==> src/rtl/ps2_pkg.sv <==
// Shared constants, state encodings and event layout for the PS/2 key scheduler.
package ps2_pkg;

  localparam logic [7:0] SC_EXT = 8'hE0;
  localparam logic [7:0] SC_BRK = 8'hF0;

  // Event word layout: {ext, brk, code[7:0]}
  localparam int unsigned EV_W        = 10;
  localparam int unsigned EV_CODE_LSB = 0;
  localparam int unsigned EV_BRK_BIT  = 8;
  localparam int unsigned EV_EXT_BIT  = 9;

  localparam logic [1:0] WIN_NONE = 2'd0;
  localparam logic [1:0] WIN_A    = 2'd1;
  localparam logic [1:0] WIN_B    = 2'd2;

  typedef enum logic [1:0] {
    D_IDLE    = 2'd0,
    D_EXT     = 2'd1,
    D_BRK     = 2'd2,
    D_EXT_BRK = 2'd3
  } dec_state_e;

  typedef enum logic [1:0] {
    R_IDLE  = 2'd0,
    R_ARMED = 2'd1,
    R_GO    = 2'd2,
    R_DONE  = 2'd3
  } round_state_e;

endpackage

==> src/rtl/ps2_key_scheduler_if.sv <==
// Byte input, round control and event output bundle of the key scheduler.
interface ps2_key_scheduler_if;
  import ps2_pkg::*;

  logic            byte_valid;
  logic [7:0]      byte_data;
  logic            frame_err;
  logic            arm;
  logic            go;
  logic            clr;
  logic [2:0]      key_down;
  logic [1:0]      round_state;
  logic [1:0]      winner;
  logic            foul;
  logic            ev_valid;
  logic [EV_W-1:0] ev_data;
  logic            ev_ready;
  logic            overflow;

  modport master (
    output byte_valid, byte_data, frame_err, arm, go, clr, ev_ready,
    input  key_down, round_state, winner, foul, ev_valid, ev_data, overflow
  );

  modport slave (
    input  byte_valid, byte_data, frame_err, arm, go, clr, ev_ready,
    output key_down, round_state, winner, foul, ev_valid, ev_data, overflow
  );

endinterface

==> src/rtl/ps2_event_fifo.sv <==
// Synchronous event FIFO with registered head word and sticky drop-on-full flag.
module ps2_event_fifo #(
  parameter int unsigned W     = 10,
  parameter int unsigned DEPTH = 4
) (
  input  logic         clk,
  input  logic         rst_n,
  input  logic         push,
  input  logic [W-1:0] wdata,
  input  logic         pop,
  input  logic         clr_ovf,
  output logic [W-1:0] rdata,
  output logic         valid,
  output logic         overflow
);

  localparam int unsigned AW = $clog2(DEPTH);
  localparam int unsigned CW = $clog2(DEPTH + 1);

  logic [W-1:0]  mem [DEPTH];
  logic [AW-1:0] wr_ptr_q;
  logic [AW-1:0] rd_ptr_q;
  logic [CW-1:0] count_q;
  logic [CW-1:0] count_nxt;
  logic [W-1:0]  head_q;
  logic [W-1:0]  head_nxt;
  logic          valid_q;
  logic          ovf_q;
  logic          ovf_nxt;
  logic          full_c;
  logic          pop_c;
  logic          push_c;
  logic          drop_c;

  // A full FIFO still accepts a push when the head leaves in the same cycle
  assign full_c = (count_q == CW'(DEPTH));
  assign pop_c  = pop & valid_q;
  assign push_c = push & (~full_c | pop_c);
  assign drop_c = push & full_c & ~pop_c;

  // Next occupancy, next head word and overflow flag
  always_comb begin
    count_nxt = count_q;
    head_nxt  = head_q;
    ovf_nxt   = ovf_q;
    if (push_c && !pop_c) begin
      count_nxt = count_q + CW'(1);
    end else if (!push_c && pop_c) begin
      count_nxt = count_q - CW'(1);
    end
    if (push_c && ((count_q == CW'(0)) || (pop_c && (count_q == CW'(1))))) begin
      head_nxt = wdata;
    end else if (pop_c) begin
      head_nxt = mem[rd_ptr_q + AW'(1)];
    end
    if (clr_ovf) begin
      ovf_nxt = 1'b0;
    end else if (drop_c) begin
      ovf_nxt = 1'b1;
    end
  end

  // Pointer, occupancy and head registers
  always_ff @(posedge clk or negedge rst_n) begin
    if (!rst_n) begin
      wr_ptr_q <= '0;
      rd_ptr_q <= '0;
      count_q  <= '0;
      head_q   <= '0;
      valid_q  <= 1'b0;
      ovf_q    <= 1'b0;
    end else begin
      if (push_c) wr_ptr_q <= wr_ptr_q + AW'(1);
      if (pop_c)  rd_ptr_q <= rd_ptr_q + AW'(1);
      count_q <= count_nxt;
      head_q  <= head_nxt;
      valid_q <= (count_nxt != CW'(0));
      ovf_q   <= ovf_nxt;
    end
  end

  // Storage array; contents are only meaningful behind valid pointers
  always_ff @(posedge clk) begin
    if (push_c) mem[wr_ptr_q] <= wdata;
  end

  assign rdata    = head_q;
  assign valid    = valid_q;
  assign overflow = ovf_q;

endmodule

==> src/rtl/ps2_key_scheduler.sv <==
// Scancode prefix decoder, held-key tracker with typematic suppression,
// standoff round arbiter and event queue for the game logic.
module ps2_key_scheduler
  import ps2_pkg::*;
#(
  parameter logic [7:0]  KEY_A      = 8'h1C,
  parameter logic [7:0]  KEY_B      = 8'h4B,
  parameter logic [7:0]  KEY_START  = 8'h29,
  parameter int unsigned TIMEOUT    = 100000,
  parameter int unsigned FIFO_DEPTH = 4
) (
  input logic              clk,
  input logic              rst_n,
  ps2_key_scheduler_if.slave bus
);

  localparam int unsigned TW = $clog2(TIMEOUT + 1);

  dec_state_e      dec_q;
  dec_state_e      dec_nxt;
  logic [TW-1:0]   tmo_q;
  logic [TW-1:0]   tmo_nxt;
  logic            emit_c;
  logic            ev_ext_c;
  logic            ev_brk_c;
  logic [EV_W-1:0] ev_word_c;

  logic [2:0]      kd_q;
  logic [2:0]      kd_nxt;
  logic [2:0]      hit_c;
  logic            push_c;
  logic            press_a_q;
  logic            press_b_q;

  round_state_e    rs_q;
  round_state_e    rs_nxt;
  logic [1:0]      win_q;
  logic [1:0]      win_nxt;
  logic            foul_q;
  logic            foul_nxt;

  // Prefix decoder: E0 always restarts as extended, F0 adds break (or restarts a break)
  always_comb begin
    dec_nxt  = dec_q;
    tmo_nxt  = tmo_q;
    emit_c   = 1'b0;
    ev_ext_c = 1'b0;
    ev_brk_c = 1'b0;
    if (bus.byte_valid) begin
      tmo_nxt = '0;
    end else if (tmo_q != TW'(TIMEOUT)) begin
      tmo_nxt = tmo_q + TW'(1);
    end
    if (bus.frame_err) begin
      dec_nxt = D_IDLE;
    end else if (bus.byte_valid) begin
      if (bus.byte_data == SC_EXT) begin
        dec_nxt = D_EXT;
      end else if (bus.byte_data == SC_BRK) begin
        dec_nxt = (dec_q == D_EXT) ? D_EXT_BRK : D_BRK;
      end else begin
        emit_c   = 1'b1;
        ev_ext_c = (dec_q == D_EXT) || (dec_q == D_EXT_BRK);
        ev_brk_c = (dec_q == D_BRK) || (dec_q == D_EXT_BRK);
        dec_nxt  = D_IDLE;
      end
    end else if ((dec_q != D_IDLE) && (tmo_nxt == TW'(TIMEOUT))) begin
      dec_nxt = D_IDLE;
    end
  end

  // Event word assembly
  always_comb begin
    ev_word_c                       = '0;
    ev_word_c[EV_EXT_BIT]           = ev_ext_c;
    ev_word_c[EV_BRK_BIT]           = ev_brk_c;
    ev_word_c[EV_CODE_LSB +: 8]     = bus.byte_data;
  end

  // Held-key tracking; a make on a key already down is dropped entirely
  always_comb begin
    hit_c  = {bus.byte_data == KEY_START, bus.byte_data == KEY_B, bus.byte_data == KEY_A}
             & {3{emit_c & ~ev_ext_c}};
    kd_nxt = kd_q;
    push_c = emit_c;
    if (ev_brk_c) begin
      kd_nxt = kd_q & ~hit_c;
    end else begin
      kd_nxt = kd_q | hit_c;
      if ((hit_c & kd_q) != 3'b000) push_c = 1'b0;
    end
  end

  // Round arbiter: false start in ARMED hands the win to the other player
  always_comb begin
    rs_nxt   = rs_q;
    win_nxt  = win_q;
    foul_nxt = foul_q;
    if (bus.clr) begin
      rs_nxt   = R_IDLE;
      win_nxt  = WIN_NONE;
      foul_nxt = 1'b0;
    end else begin
      case (rs_q)
        R_IDLE: begin
          if (bus.arm) rs_nxt = R_ARMED;
        end
        R_ARMED: begin
          if (press_a_q) begin
            rs_nxt   = R_DONE;
            win_nxt  = WIN_B;
            foul_nxt = 1'b1;
          end else if (press_b_q) begin
            rs_nxt   = R_DONE;
            win_nxt  = WIN_A;
            foul_nxt = 1'b1;
          end else if (bus.go) begin
            rs_nxt = R_GO;
          end
        end
        R_GO: begin
          if (press_a_q) begin
            rs_nxt  = R_DONE;
            win_nxt = WIN_A;
          end else if (press_b_q) begin
            rs_nxt  = R_DONE;
            win_nxt = WIN_B;
          end
        end
        default: begin
          rs_nxt = R_DONE;
        end
      endcase
    end
  end

  // State registers for decoder, tracker and round
  always_ff @(posedge clk or negedge rst_n) begin
    if (!rst_n) begin
      dec_q     <= D_IDLE;
      tmo_q     <= '0;
      kd_q      <= '0;
      press_a_q <= 1'b0;
      press_b_q <= 1'b0;
      rs_q      <= R_IDLE;
      win_q     <= WIN_NONE;
      foul_q    <= 1'b0;
    end else begin
      dec_q     <= dec_nxt;
      tmo_q     <= tmo_nxt;
      kd_q      <= kd_nxt;
      press_a_q <= kd_nxt[0] & ~kd_q[0];
      press_b_q <= kd_nxt[1] & ~kd_q[1];
      rs_q      <= rs_nxt;
      win_q     <= win_nxt;
      foul_q    <= foul_nxt;
    end
  end

  ps2_event_fifo #(
    .W     (EV_W),
    .DEPTH (FIFO_DEPTH)
  ) u_fifo (
    .clk      (clk),
    .rst_n    (rst_n),
    .push     (push_c),
    .wdata    (ev_word_c),
    .pop      (bus.ev_ready),
    .clr_ovf  (bus.clr),
    .rdata    (bus.ev_data),
    .valid    (bus.ev_valid),
    .overflow (bus.overflow)
  );

  assign bus.key_down    = kd_q;
  assign bus.round_state = rs_q;
  assign bus.winner      = win_q;
  assign bus.foul        = foul_q;

endmodule

==> src/flat_wrapper.sv <==
// flat-port wrapper written by rule: the top's interface ports become plain ports
module ps2_key_scheduler_flat import ps2_pkg::*;
#(
  parameter logic [7:0]  KEY_A      = 8'h1C,
  parameter logic [7:0]  KEY_B      = 8'h4B,
  parameter logic [7:0]  KEY_START  = 8'h29,
  parameter int unsigned TIMEOUT    = 100000,
  parameter int unsigned FIFO_DEPTH = 4
)
  (clk, rst_n, bus_byte_valid, bus_byte_data, bus_frame_err, bus_arm, bus_go, bus_clr, bus_ev_ready, bus_key_down, bus_round_state, bus_winner, bus_foul, bus_ev_valid, bus_ev_data, bus_overflow);
  ps2_key_scheduler_if bus_i ();
  input logic clk;
  input logic rst_n;
  input wire logic [$bits(bus_i.byte_valid)-1:0] bus_byte_valid;
  input wire logic [$bits(bus_i.byte_data)-1:0] bus_byte_data;
  input wire logic [$bits(bus_i.frame_err)-1:0] bus_frame_err;
  input wire logic [$bits(bus_i.arm)-1:0] bus_arm;
  input wire logic [$bits(bus_i.go)-1:0] bus_go;
  input wire logic [$bits(bus_i.clr)-1:0] bus_clr;
  input wire logic [$bits(bus_i.ev_ready)-1:0] bus_ev_ready;
  output wire logic [$bits(bus_i.key_down)-1:0] bus_key_down;
  output wire logic [$bits(bus_i.round_state)-1:0] bus_round_state;
  output wire logic [$bits(bus_i.winner)-1:0] bus_winner;
  output wire logic [$bits(bus_i.foul)-1:0] bus_foul;
  output wire logic [$bits(bus_i.ev_valid)-1:0] bus_ev_valid;
  output wire logic [$bits(bus_i.ev_data)-1:0] bus_ev_data;
  output wire logic [$bits(bus_i.overflow)-1:0] bus_overflow;
  assign bus_i.byte_valid = bus_byte_valid;
  assign bus_i.byte_data = bus_byte_data;
  assign bus_i.frame_err = bus_frame_err;
  assign bus_i.arm = bus_arm;
  assign bus_i.go = bus_go;
  assign bus_i.clr = bus_clr;
  assign bus_i.ev_ready = bus_ev_ready;
  assign bus_key_down = bus_i.key_down;
  assign bus_round_state = bus_i.round_state;
  assign bus_winner = bus_i.winner;
  assign bus_foul = bus_i.foul;
  assign bus_ev_valid = bus_i.ev_valid;
  assign bus_ev_data = bus_i.ev_data;
  assign bus_overflow = bus_i.overflow;
  ps2_key_scheduler #(.KEY_A(KEY_A), .KEY_B(KEY_B), .KEY_START(KEY_START), .TIMEOUT(TIMEOUT), .FIFO_DEPTH(FIFO_DEPTH)) u_core (.clk(clk), .rst_n(rst_n), .bus(bus_i));
endmodule
==> config.mk <==
export PLATFORM = sky130hd
export DESIGN_NAME = ps2_key_scheduler_flat
export DESIGN_NICKNAME = d
export VERILOG_FILES = /design/src/rtl/ps2_pkg.sv /design/src/rtl/ps2_key_scheduler_if.sv /design/src/rtl/ps2_event_fifo.sv /design/src/rtl/ps2_key_scheduler.sv /design/src/flat_wrapper.sv
export SDC_FILE = /design/constraint.sdc
export NUM_CORES = 1
export LEC_CHECK = 0
export ABC_AREA = 1
export CAP_MARGIN = 30
export CORE_ASPECT_RATIO = 0.8
export CORE_UTILIZATION = 63
export CTS_CLUSTER_SIZE = 10
export DETAILED_ROUTE_END_ITERATION = 10
export GPL_TIMING_DRIVEN = 0
export PLACE_DENSITY_LB_ADDON = 0.08
export SYNTH_ARGS = -nofsm -noshare
export SYNTH_HDL_FRONTEND = slang
export SYNTH_SLANG_ARGS = --single-unit
==> constraint.sdc <==
create_clock -name clk -period 4.3 [get_ports clk]
set_clock_uncertainty 0.1 [all_clocks]
set_input_delay 0.86 -clock clk [delete_from_list [all_inputs] [get_ports clk]]
set_output_delay 0.86 -clock clk [all_outputs]
set_load 0.03 [all_outputs]
==> impl_results.md, run 1 <==
- Grt ovf: 0
- CTS tree: built
- Filler cells: 496
- Fin crit share: 84.2%
- Syn_area_per_cell: 9.85 um2
- Setup Fix Bufs, Post-CTS: 0
- Worst-Skew Late Latency: 370 ps
- Synth warnings: 0
- Layout cells sized above 1: 16.2%
- CP endpoint kind: register
- ANT nets after route: 0
- Vias/cell: 5.80
- Top cell type's share of synthesized area: 26.2%
- Area leader, netlist: dfrtp_1
- All-Layer GR Usage: 28.5%
- Hold Crit Class: input pin to asynchronous set/reset pin
- Crit path max fanout: 10
- N_diodes: 0
- Area contributors post-synth: dfrtp_1 (26%), edfxtp_1 (26%), nand3_1 (7.6%)
- Number of synthesized flops with an enable pin: 40
- Power Internal: 1650 uW
- Largest net degree at the start of global routing: 29
- Initial Utilization: 65.8%
- Row cnt: 27
- Commonest non-fill, non-tap cells in the layout: nand3_1 (70), inv_1 (57), nand2_1 (55), dfrtp_1 (48), nor2_1 (42)
- Core Region: 0.00696 mm2
- Fmax: 0.276 GHz
- Final core occ: 75.5%
- Worst-path clk slew: 80 ps
- Chip height: 78.3 um
- Crit Path Category: input pin to register
- Cts repair resizes: 0
- Wire per inst: 16.2 um
- Drt total wl: 9800 um
- Post-synth top flop: dfrtp_1
- FF+latch count, synth: 88
- Sum Neg Setup Slack: 0 ps
- Pleak: 0.00233 uW
- Comb pwr share: 36.7%
- Vias in the first global route: 3,391
- Initial antenna violation count: 0
- CP required: 4190 ps
- Clock power share: 21.5%
- Peak VDD IR: 0.372 mV
- Ports: 36
- Sequential Area: 0.00240 mm2
- Fin. max-slew vios: 0
- Post-synthesis to final-layout area growth: 14.7%
- Max_cap viols: 0
- H-tree levels: 3
- Layout Nets: 539
- Initial DRC Count: 325
- Critical path data arrival time: 3510 ps
- Post-Synthesis Cells: 465
- Slew @ Worst Pin: 989 ps
- Pwr Density: 499 mW/mm2
- Syn Nets: 491
- Final setup fails: 0
- Synth async-reset ratio: 54.5%
- Min Tclk post-route: 3620 ps
- Switching power: 975 uW
- GP Congestion: 0.891
- Clock root cell: clkbuf_8
- Crit path launch type: input pin
- # clock sinks: 88
- Clk buf depth: 2
- Net Sw Frac: 37.2%
- Cts bufs inserted: 9
- Fin. Hold Viols: 0
- Port-buffer cells: 34
- Slew headroom: 33.8%
- Detailed placement HPWL: 7140 um
- Mapped Area: 0.00458 mm2
- R2R Setup Slk: 1760 ps
- Routed vias: 3,506
- Commonest non-fill, non-tap cell in the layout: nand3_1
- Sequential share of power: 41.8%
- Hold Slack: 365 ps
- Sequential-to-total area share from yosys stat: 52.4%
- First-pass GRT wire length: 16,500 um
- Remaining DRCs: 0
- Area of the multi-input gates: 0.00184 mm2
- Die width: 97.3 um
- Die footprint: 0.00762 mm2
- RSZ-0062 raised after global routing: false
- Status: finished, final reports clean
- DR pass1 iterations: 5
- Netlist cell types: 42
- Hold_buf cts: 0
## cell families (layout without fill, tap and decap cells)
kind of cell | after synthesis | after routing | synth area share [%]
flip-flops | 88 | 88 | 52.4
XOR/XNOR | 11 | 11 | 2.10
adder cells (fa/ha/maj) | 10 | 10 | 2.73
AO/OA/AOI/OAI | 45 | 45 | 7.54
buffers and inverters | 81 | 134 | 7.37
multiplexers | 10 | 10 | 2.18
AND/OR/NAND/NOR | 220 | 220 | 25.6
## synth_stat cells (8+ instances only)
master / count
nand3_2: 12
a21oi_1: 12
xor2_1: 8
dfrtp_1: 48
edfxtp_1: 40
nand3_1: 70
o211ai_2: 8
nor2_1: 42
nand2_1: 55
nand4_1: 15
mux2i_1: 10
inv_1: 57
inv_2: 10
ha_1: 10
o211ai_1: 10
## per-layer routing
metal  vias up  GRT usage (%)  part of all wire (%)
met4         0           6.62                  0.97
met1      1676           41.1                    46
li1       1679              -                     -
met5         -              0                     0
met2       139           44.0                    45
met3        12           7.12                   8.1
## layout make-up
class | count | share of cell area [%]
Clock inverter | 5 | 1.09
Multi-Input combinational cell | 296 | 35.0
Inverter | 70 | 5.05
Buffer | 11 | 1.38
Tap cell | 87 | 2.07
Sequential cell | 88 | 45.7
Clock buffer | 11 | 2.50
Timing Repair Buffer | 37 | 7.19
## power by group through the flow
stage	Combinational [uW]	Clock [uW]	Sequential [uW]
3_5_place_dp	949	0	1110
4_1_cts	960	574	1090
6_report	963	565	1100
5_1_grt	1050	608	1110
3_3_place_gp	925	0	1110
2_1_floorplan	562	0	1190
## through the flow
stage | setup slack, ps | area, um2 | power, uW | cells
after floorplan | 1580 | 4580 | 1760 | 465
after detailed placement | 367 | 5070 | 2060 | 589
after CTS | 736 | 5260 | 2630 | 605
final | 678 | 5260 | 2620 | 605
after global routing | 530 | 5260 | 2770 | 605
after global placement | 339 | 5030 | 2030 | 586
## critical path: stages
cell and delay, ps:
clkdlybuf4s50_1 590, inv_2 80, nand2_1 120, nor2_2 70, nand2_2 100, nand3_4 100
nor2_1 320, inv_2 170, nand2_4 160, nand2_2 150, nor2_1 790
## sequential cells by signal (all words and copies together), names as in the netlist, 2 cells and up, named ones only
register,count
u_core.u_fifo.rdata,10
u_core.u_fifo.wr_ptr_q,2
u_core.u_fifo.count_q,3
u_core.u_fifo.rd_ptr_q,2
u_core.u_fifo.mem,40
u_core.bus.key_down,2
u_core.tmo_q,17
u_core.bus.winner,2
u_core.bus.round_state,2
u_core.dec_q,2
## final timing paths
| check | start | to | depth (start not counted) |
|---|---|---|---|
| setup / recovery | bus_byte_data[3] | u_core.u_fifo.mem[1][0]$_DFFE_PP_ | 11 |
| hold / removal | rst_n | u_core.u_fifo.rdata[0]$_DFFE_PN0P_ | 1 |
| setup reg to reg | u_core.dec_q[1]$_DFFE_PN0P_ | u_core.u_fifo.mem[1][0]$_DFFE_PP_ | 6 |
| hold reg to reg | u_core.bus.key_down[1]$_DFF_PN0_ | u_core.press_b_q$_DFF_PN0_ | 1 |
| max in group asynchronous | rst_n | u_core.tmo_q[13]$_DFF_PN0_ | 2 |
| min in group clk | u_core.bus.key_down[1]$_DFF_PN0_ | u_core.press_b_q$_DFF_PN0_ | 1 |
Note: power is estimated with default switching activity, not from simulation.
==> run 2: changes to the inputs <==
- CORE_UTILIZATION: 63 -> 53
- clock period: 4.3 -> 3 ns (I/O delays scaled with it)
==> impl_results.md, run 2 (synthesized netlist as in run 1, its figures left out) <==
- Cts bufs inserted: 9 (unchanged)
- N_diodes: 0 (unchanged)
- Worst reg2reg path startpoint: u_core.tmo_q[0]$_DFF_PN0_
- FF-to-FF End: u_core.dec_q[0]$_DFFE_PN0P_
- Worst-Skew Late Latency: 350 ps (-20 ps)
- Final Power: 3980 uW (+52%)
- Most common cell on crit path: nand2_2
- Slew @ Worst Pin: 561 ps (-428 ps)
- # clock sinks: 88 (unchanged)
- Detailed placement HPWL: 7220 um (+1.1%)
- Die width: 106 um (+8.8%)
- Peak VDD IR: 0.379 mV (+2.0%)
- Drt total wl: 10,000 um (+2.5%)
- Initial antenna violation count: 0 (unchanged)
- Max_cap viols: 0 (unchanged)
- Final core occ: 66.1% (-9.4 points)
- Hold_buf cts: 0 (unchanged)
- R2R depth: 15 (+9)
- Chip height: 85.2 um (+8.8%)
- Max FFs per register: 40 (unchanged)
- Hold Crit Class: input pin to asynchronous set/reset pin
- Pwr Density: 737 mW/mm2 (+48%)
- RSZ-0062 raised after global routing: false
- Port-buffer cells: 34 (unchanged)
- DR pass1 iterations: 5 (unchanged)
- Final setup fails: 0 (unchanged)
- Clk buf depth: 2 (unchanged)
- CP endpoint kind: register
- Layout Nets: 542 (+0.56%)
- ANT nets after route: 0 (unchanged)
- Largest net degree at the start of global routing: 30 (+3.4%)
- Min Tclk post-route: 2840 ps
- CP bufs+invs: 2 (-1)
- R2R Setup Slk: 870 ps (-890 ps)
- Biggest register: u_core.u_fifo.mem
- Vias in the first global route: 3,304 (-2.6%)
- Fin crit share: 94.8%
- Wire per inst: 16.0 um (-1.3%)
- Crit-path leading delay family: simple AND/OR/NAND/NOR gates
- Crit path cell chain: clkdlybuf4s50_1 -> inv_2 -> nand2_1 -> nor2_1 -> nand2_2 -> nand3_4 -> a31oi_2 -> nand3_2 -> nand2_4 -> nand2_2 -> nor2_4
- Fin. Hold Viols: 0 (unchanged)
- Remaining DRCs: 0 (unchanged)
- Layout cells sized above 1: 17.7% (+1.5 points)
- Grt ovf: 0 (unchanged)
- Row cnt: 29 (+7.4%)
- Status: finished, final reports clean
- Vias/cell: 5.48 (-5.4%)
- Crit Path Category: input pin to register
- Initial Utilization: 56.1% (-9.7 points)
- Worst-path clk slew: 80 ps (about the same)
- Sum Neg Setup Slack: 0 ps (unchanged)
- Commonest non-fill, non-tap cells in the layout: nand3_1 (70), inv_1 (57), nand2_1 (55), dfrtp_1 (48), edfxtp_1 (40)
- H-tree levels: 3 (unchanged)
- Die footprint: 0.00902 mm2 (+18%)
- Fmax: 0.352 GHz
- Post-synthesis to final-layout area growth: 17.8%
- Slew headroom: 62.6% (+29 points)
- Crit path max fanout: 10 (unchanged)
- Clock root cell: clkbuf_8
- Routed vias: 3,442 (-1.8%)
- Slowest CP cell: clkdlybuf4s50_1
- Initial DRC Count: 219 (-33%)
- Core Region: 0.00816 mm2 (+17%)
- CP required: 2920 ps (-1270 ps)
- All-Layer GR Usage: 24.2% (-4.3 points)
- GP Congestion: 0.853 (-4.3%)
- Critical path data arrival time: 2770 ps (-740 ps)
- First-pass GRT wire length: 16,400 um (-0.54%)
- Critical Path Max Stage Delay: 640 ps (-150 ps)
- Ports: 36 (unchanged)
- Fin. max-slew vios: 0 (unchanged)
- Crit path launch type: input pin
- Commonest non-fill, non-tap cell in the layout: nand3_1
- CTS tree: built
- Pleak: 0.00238 uW (+2.4%)
[run 2: stage by stage]
step / cell area [um2] / hold WS, ps / setup slack, ps / instances
CTS: 5340 / 115 / -40.7 / 625
finish: 5400 / 121 / 156 / 628
global placement: 5060 / 393 / -743 / 607
global route: 5400 / 152 / 7.25 / 628
floorplan: 4580 / 204 / 541 / 465
detailed placement: 5090 / 395 / -724 / 610
[run 2: report_power, final]
part / internal [uW] / switching, uW / leakage (uW)
sequential: 1450 / 128 / 0.000991
combinational: 551 / 889 / 0.00128
clock: 551 / 416 / 0.000113
total: 2550 / 1430 / 0.00238
[run 2: area by class of cell]
class	count	area, um2
fillers	660	2770
flip-flops and latches	88	2400
multi-input cells	296	1870
repair buffers	40	415
inverters	70	265
well taps	108	135
clock buffers	10	128
clock inverters	5	106
plain buffers	11	72.6
[run 2: metal layers]
| metal | routed length, um | global-route usage, % | vias up |
|---|---|---|---|
| met2 | 4540 | 36.1 | 99 |
| met1 | 4790 | 36.3 | 1658 |
| met5 | 0 | 0 | - |
| met3 | 643 | 5.53 | 7 |
| li1 | - | - | 1678 |
| met4 | 61 | 5.30 | 0 |
[run 2: how the worst max path moves through the flow]
stage / to / startpoint / depth (start not counted)
CTS: u_core.u_fifo.mem[1][9]$_DFFE_PP_ / bus_byte_data[4] / 11
global route: u_core.u_fifo.mem[1][9]$_DFFE_PP_ / bus_byte_data[4] / 12
floorplan: u_core.u_fifo.mem[0][0]$_DFFE_PP_ / bus_byte_valid / 9
global placement: u_core.u_fifo.mem[2][2]$_DFFE_PP_ / bus_byte_data[4] / 11
detailed placement: u_core.u_fifo.mem[0][2]$_DFFE_PP_ / bus_byte_data[4] / 11
finish: u_core.u_fifo.mem[1][9]$_DFFE_PP_ / bus_byte_data[4] / 11
[run 2: what timing repair did]
action                                  in CTS  in global routing
resized for setup                            5                  5
endpoints found under the setup margin      39                 40
pin swaps                                    0                  2
buffers inserted                             0                  3
gates cloned                                 0                  0
==> edit 1 (settings of run 2) <==
The 4 states of `dec_state_e` get a one-hot encoding in 4 bits.
--- a/src/rtl/ps2_pkg.sv
+++ b/src/rtl/ps2_pkg.sv
@@ -14,11 +14,11 @@
   localparam logic [1:0] WIN_A    = 2'd1;
   localparam logic [1:0] WIN_B    = 2'd2;
 
-  typedef enum logic [1:0] {
-    D_IDLE    = 2'd0,
-    D_EXT     = 2'd1,
-    D_BRK     = 2'd2,
-    D_EXT_BRK = 2'd3
+  typedef enum logic [3:0] {
+    D_IDLE    = 4'b0001,
+    D_EXT     = 4'b0010,
+    D_BRK     = 4'b0100,
+    D_EXT_BRK = 4'b1000
   } dec_state_e;
 
   typedef enum logic [1:0] {
Formal check against the unedited RTL: no difference found for any inputs over 4 cycles, from zero or initial values and one cycle with rst_n low; so few cycles prove little.
==> edit 1 against run 2 <==
Register-to-register slack worse by 210 ps. Sequential cell count up 2. Design area up 0.16%. Via count down 0.61%. Worst setup slack worse by 23 ps. Synthesized area down 0.33%. Critical path type unchanged. Wire length down 0.42%. Power up 0.99%. Largest power group unchanged.
==> edit 1: results (changes against run 2) <==
- Post-CTS resize count: 10 (was 5)
- Status: completed (unchanged)
- First-pass GRT wire length: 16900 microns (was 16400 microns)
- Worst R2R End: u_core.dec_q[2]$_DFFE_PN0P_ (was u_core.dec_q[0]$_DFFE_PN0P_)
- YS warnings: 0 (unchanged)
- Compound-Gate Fraction of Synth Area: 7.37% (was 7.54%)
- Clock Pin Slew Worst Setup and Hold Paths: 100 ps (was 80 ps)
- Share of layout cells above drive strength 1: 15.5% (was 17.7%)
- Syn nets: 498 (was 491)
- Mux cell area share after synthesis: 2.19% (was 2.18%)
- Largest net degree at the start of global routing: 35 (was 30)
- Post-synth top cells: 74 x nand2_1, 59 x nand3_1, 57 x inv_1, 53 x nor2_1, 49 x dfrtp_1 (was 70 x nand3_1, 57 x inv_1, 55 x nand2_1, 48 x dfrtp_1, 42 x nor2_1)
- Distinct cell type count after synthesis: 40 (was 42)
- Via density: 5.38 (was 5.48)
- R2R cell count: 13 (was 15)
- Layer with the highest usage: met2 (was met1)
- Slew @ Worst Pin: 529 ps (was 561 ps)
- R2r setup slk: 660 ps (was 870 ps)
- GR Util All Layers: 24.5% (was 24.2%)
- Maximum vdd ir drop: 0.392 mV (was 0.379 mV)
- Initial antenna violation count: 0 (unchanged)
- Max incr delay on CP: 530 ps (was 640 ps)
- Final net count: 549 (was 542)
- Adder-Cell Fraction of Synth Area: 2.74% (was 2.73%)
- Post-CTS setup repair buffer count: 5 (was 0)
- Met1 usage in global routing: 35.7% (was 36.3%)
- Drt total wl: 10000 microns (about the same)
- DR vias: 3421 (was 3442)
- Met3 Track Usage GR: 4.76% (was 5.53%)
- Sequential share of the synthesized area: 53.7% (was 52.4%)
- Synth Flop Type: dfrtp_1 (unchanged)
- Post-synth EDFFs: 40 (unchanged)
- Final Wtd Congestion: 0.891 (was 0.853)
- PD cells: 743 nW/um^2 (was 737 nW/um^2)
- Area after DPL: 5060 sq um (was 5090 sq um)
- Placed Cells: 615 (was 610)
- Async set-reset flop share out of synthesis: 55.6% (was 54.5%)
- Filler instances: 640 (was 660)
- Vias in the first global route: 3431 (was 3304)
-- edit 1: cell types whose count changed after synthesis, sizes merged, moves of 5 or more --
cell          run 2  this run
inv              68        63
nor2             49        61
nand3            84        72
nand4            15        10
nand2            65        80
-- edit 1: worst max path at each step --
stage | start | endpoint | cells past startpoint
after floorplan | bus_byte_valid | u_core.u_fifo.mem[0][0]$_DFFE_PP_ | 9
after global placement | bus_byte_data[0] | u_core.u_fifo.mem[2][2]$_DFFE_PP_ | 11
after detailed placement | bus_byte_data[1] | u_core.u_fifo.mem[3][2]$_DFFE_PP_ | 11
after CTS | bus_byte_data[1] | u_core.u_fifo.mem[2][7]$_DFFE_PP_ | 13
after global routing | bus_byte_data[2] | u_core.u_fifo.mem[2][8]$_DFFE_PP_ | 12
final | bus_byte_data[3] | u_core.u_fifo.mem[2][1]$_DFFE_PP_ | 13
-- edit 1: layout make-up --
class	instances	area share, %
inverter	64	4.44
timing repair buffer	40	8.38
multi-input combinational	307	34.3
sequential	90	45.4
clock buffer	9	2.29
tap	108	2.50
clock inverter	7	1.55
buffer	11	1.18
-- edit 1: power by group --
part	leakage [uW]	internal, uW	switching, uW
clock	0.000102	399	460
combinational	0.00125	581	965
sequential	0.00101	1480	130
total	0.00237	2470	1560
-- edit 1: per-layer routing --
layer  share of wire [%]  routed length (microns)  vias up
li1                    -                        -     1679
met1                  48                     4770     1637
met2                  45                     4530       98
met3                 6.3                      629        7
met4                0.65                       65        0
met5                   0                        0        -
-- edit 1: per-stage QoR --
stage	worst slack (ps)	hold WS [ps]
after floorplan	378	204
after global placement	-953	372
after detailed placement	-1030	388
after CTS	78.5	64.8
after global routing	45.2	83.8
final	133	60.7
-- edit 1: critical path, delay by kind of cell --
family	cells	cell delay (ps)
buffers and inverters	4	980
AND/OR/NAND/NOR	9	1290
==> edit 2 (flow settings as in run 2) <==
Made on the original files. `TIMEOUT` is set to 100000 in 2 places; all go to 200000.
--- a/src/rtl/ps2_key_scheduler.sv
+++ b/src/rtl/ps2_key_scheduler.sv
@@ -6,7 +6,7 @@
   parameter logic [7:0]  KEY_A      = 8'h1C,
   parameter logic [7:0]  KEY_B      = 8'h4B,
   parameter logic [7:0]  KEY_START  = 8'h29,
-  parameter int unsigned TIMEOUT    = 100000,
+  parameter int unsigned TIMEOUT    = 200000,
   parameter int unsigned FIFO_DEPTH = 4
 ) (
   input logic              clk,
--- a/src/flat_wrapper.sv
+++ b/src/flat_wrapper.sv
@@ -4,7 +4,7 @@
   parameter logic [7:0]  KEY_A      = 8'h1C,
   parameter logic [7:0]  KEY_B      = 8'h4B,
   parameter logic [7:0]  KEY_START  = 8'h29,
-  parameter int unsigned TIMEOUT    = 100000,
+  parameter int unsigned TIMEOUT    = 200000,
   parameter int unsigned FIFO_DEPTH = 4
 )
   (clk, rst_n, bus_byte_valid, bus_byte_data, bus_frame_err, bus_arm, bus_go, bus_clr, bus_ev_ready, bus_key_down, bus_round_state, bus_winner, bus_foul, bus_ev_valid, bus_ev_data, bus_overflow);
Check against the original RTL: same outputs for any inputs over 4 cycles, from zero or initial values and one cycle with rst_n low; that may be too few to reach the edited logic, so the function may still have changed.
==> edit 2 against run 2 <==
Design area fell by 2.0%. Sequential cell count rose by 1. Die area down 0.69%. Cell count up 2.9%. Worst setup slack gained 47 ps. Synthesized area down 0.71%. Power shrank 6.5%. Wire length shrank 3.0%. Largest cell class unchanged.
==> edit 2: results (changes against run 2) <==
- Clock Pin Slew Worst Setup and Hold Paths: 100 ps (was 80 ps)
- Hold Crit Class: in -> async (unchanged)
- Vias in the first global route: 3319 (was 3304)
- Top post-synthesis cells by area: dfrtp_1 27%, edfxtp_1 26%, nand3_1 8.3% (was dfrtp_1 26%, edfxtp_1 26%, nand3_1 7.6%)
- Slew headroom: 57.6% (was 62.6%)
- Compound-Gate Fraction of Synth Area: 7.43% (was 7.54%)
- CTS H-tree lvls: 3 (unchanged)
- GR Util All Layers: 23.6% (was 24.2%)
- Leak pwr: 0.00231 uW (was 0.00238 uW)
- Max reg flops: 40 (unchanged)
- Placed Cells: 630 (was 610)
- Mean Syn Cell Area: 9.38 sq um (was 9.85 sq um)
- Mux cell area share after synthesis: 2.20% (was 2.18%)
- First DRT Iteration DRCs: 260 (was 219)
- Skew-Pair Late Insertion Delay: 360 ps
- Total CTS buffers: 9 (unchanged)
- Max incr delay on CP: 610 ps (was 640 ps)
- DP Wirelength: 7250 microns (was 7220 microns)
- Maximum vdd ir drop: 0.404 mV (was 0.379 mV)
- Clock tree buffer depth: 2 (unchanged)
- Sequential share of the synthesized area: 53.4% (was 52.4%)
- Synth Area in XOR/XNOR: 2.31% (was 2.10%)
- Final net count: 559 (was 542)
- Initial antenna violation count: 0 (unchanged)
- Reg with most FFs: u_core.u_fifo.mem (unchanged)
- Share of layout cells above drive strength 1: 13.4% (was 17.7%)
- Synth Flop Type: dfrtp_1 (unchanged)
- First-pass GRT wire length: 16100 microns (was 16400 microns)
- Async set-reset flop share out of synthesis: 55.1% (was 54.5%)
- Maximum fanout along the worst path: 8 (was 10)
- Largest net degree at the start of global routing: 28 (was 30)
- Adder-Cell Fraction of Synth Area: 2.75% (was 2.73%)
- Psw: 1410 uW (was 1430 uW)
- YS warnings: 0 (unchanged)
- Post-synth top cells: 75 x nand3_1, 62 x inv_1, 62 x nand2_1, 53 x nor2_1, 49 x dfrtp_1 (was 70 x nand3_1, 57 x inv_1, 55 x nand2_1, 48 x dfrtp_1, 42 x nor2_1)
- Syn nets: 511 (was 491)
- First drt pass iteration count: 4 (was 5)
- Filler instances: 682 (was 660)
- Clock share of power: 21.1% (was 24.3%)
- Final Wtd Congestion: 0.853 (about the same)
- Distinct cell type count after synthesis: 38 (was 42)
- CP Data Arrival Time: 2770 ps (about the same)
- Avg WL per Cell: 15.1 microns (was 16.0 microns)
- Non-filler cells, final: 646 (was 628)
- Critical path's slowest cell: clkdlybuf4s50_1 (unchanged)
- DR vias: 3503 (was 3442)
- Comb pwr: 1350 uW (was 1440 uW)
- Status: completed (unchanged)
==> edit 2: cell count changes after synthesis, sizes merged, moves of 2 or more <==
| cell | run 2 | this run |
|---|---|---|
| inv | 68 | 71 |
| o21ai | 7 | 9 |
| nor2 | 49 | 61 |
| nand4 | 15 | 12 |
| nor3 | 4 | 7 |
| nand3 | 84 | 79 |
| clkbuf | 4 | 6 |
| nand2 | 65 | 69 |
==> edit 2: layer usage <==
metal,vias to the layer above,GRT usage [%],wire [microns]
met5,-,0,0
met4,0,5.18,72
met3,7,5.99,692
met2,109,35.7,4310
met1,1668,34.6,4660
li1,1719,-,-
==> edit 2: logic make-up after synthesis <==
group           Yosys count
simple gates            232
fa+ha+maj                10
buf+inv                  85
flops                    89
xor+xnor                 12
compound gates           47
mux                      10
==> edit 2: per-stage QoR <==
stage	area [sq um]	util [%]	power, uW	setup WS [ps]	TNS, ps
final	5290	65.1	3720	203	0
after CTS	5270	64.8	3720	-112	-2660
after detailed placement	5070	62.4	2930	-695	-22550
after global placement	5020	61.8	2880	-875	-41710
after global routing	5290	65.1	3940	34.5	0
after floorplan	4550	-	2480	528	0
==> edit 2: worst register-to-register path, cell delays in order, from the launching register on <==
cell and delay (ps):
dfrtp_1 450, ha_1 220, nand2_1 90, nor2_2 140, inv_2 90, nor2_8 140, nand2_2 80, o21ai_0 250
nand2_1 90, nand2_1 80, nor2_1 50, nand2_1 60, nor2_1 40, nand2_1 80, nand2_1 60, nand2_1 50
nand2_1 40
==> edit 2: what timing repair did <==
| action | CTS | global route |
|---|---|---|
| endpoints found under the setup margin | 36 | 40 |
| hold buffers | 0 | 0 |
| pin swaps | 0 | 0 |
| resized for setup | 3 | 7 |
==> edit 2: cell type report <==
cell class | count | area, sq um | share of cell area, %
flip-flops and latches | 89 | 2430 | 45.9
multi-input cells | 311 | 1810 | 34.2
repair buffers | 37 | 385 | 7.28
inverters | 72 | 270 | 5.11
clock buffers | 10 | 138 | 2.60
well taps | 108 | 135 | 2.55
plain buffers | 13 | 75.1 | 1.42
clock inverters | 6 | 50.0 | 0.946
==> edit 2: path summary, 6_finish.rpt <==
check	startpoint	depth (start not counted)	slack (ps)	end
worst max-delay path	bus_byte_data[2]	12	200	u_core.u_fifo.mem[2][7]$_DFFE_PP_
worst min-delay path	rst_n	1	140	u_core.u_fifo.rdata[2]$_DFFE_PN0P_
worst max register to register	u_core.tmo_q[0]$_DFF_PN0_	16	770	u_core.dec_q[0]$_DFFE_PN0P_
worst min register to register	u_core.bus.key_down[0]$_DFF_PN0_	1	380	u_core.press_a_q$_DFF_PN0_
max in group asynchronous	rst_n	2	2100	u_core.tmo_q[2]$_DFF_PN0_
min in group clk	bus_byte_valid	2	340	u_core.tmo_q[11]$_DFF_PN0_
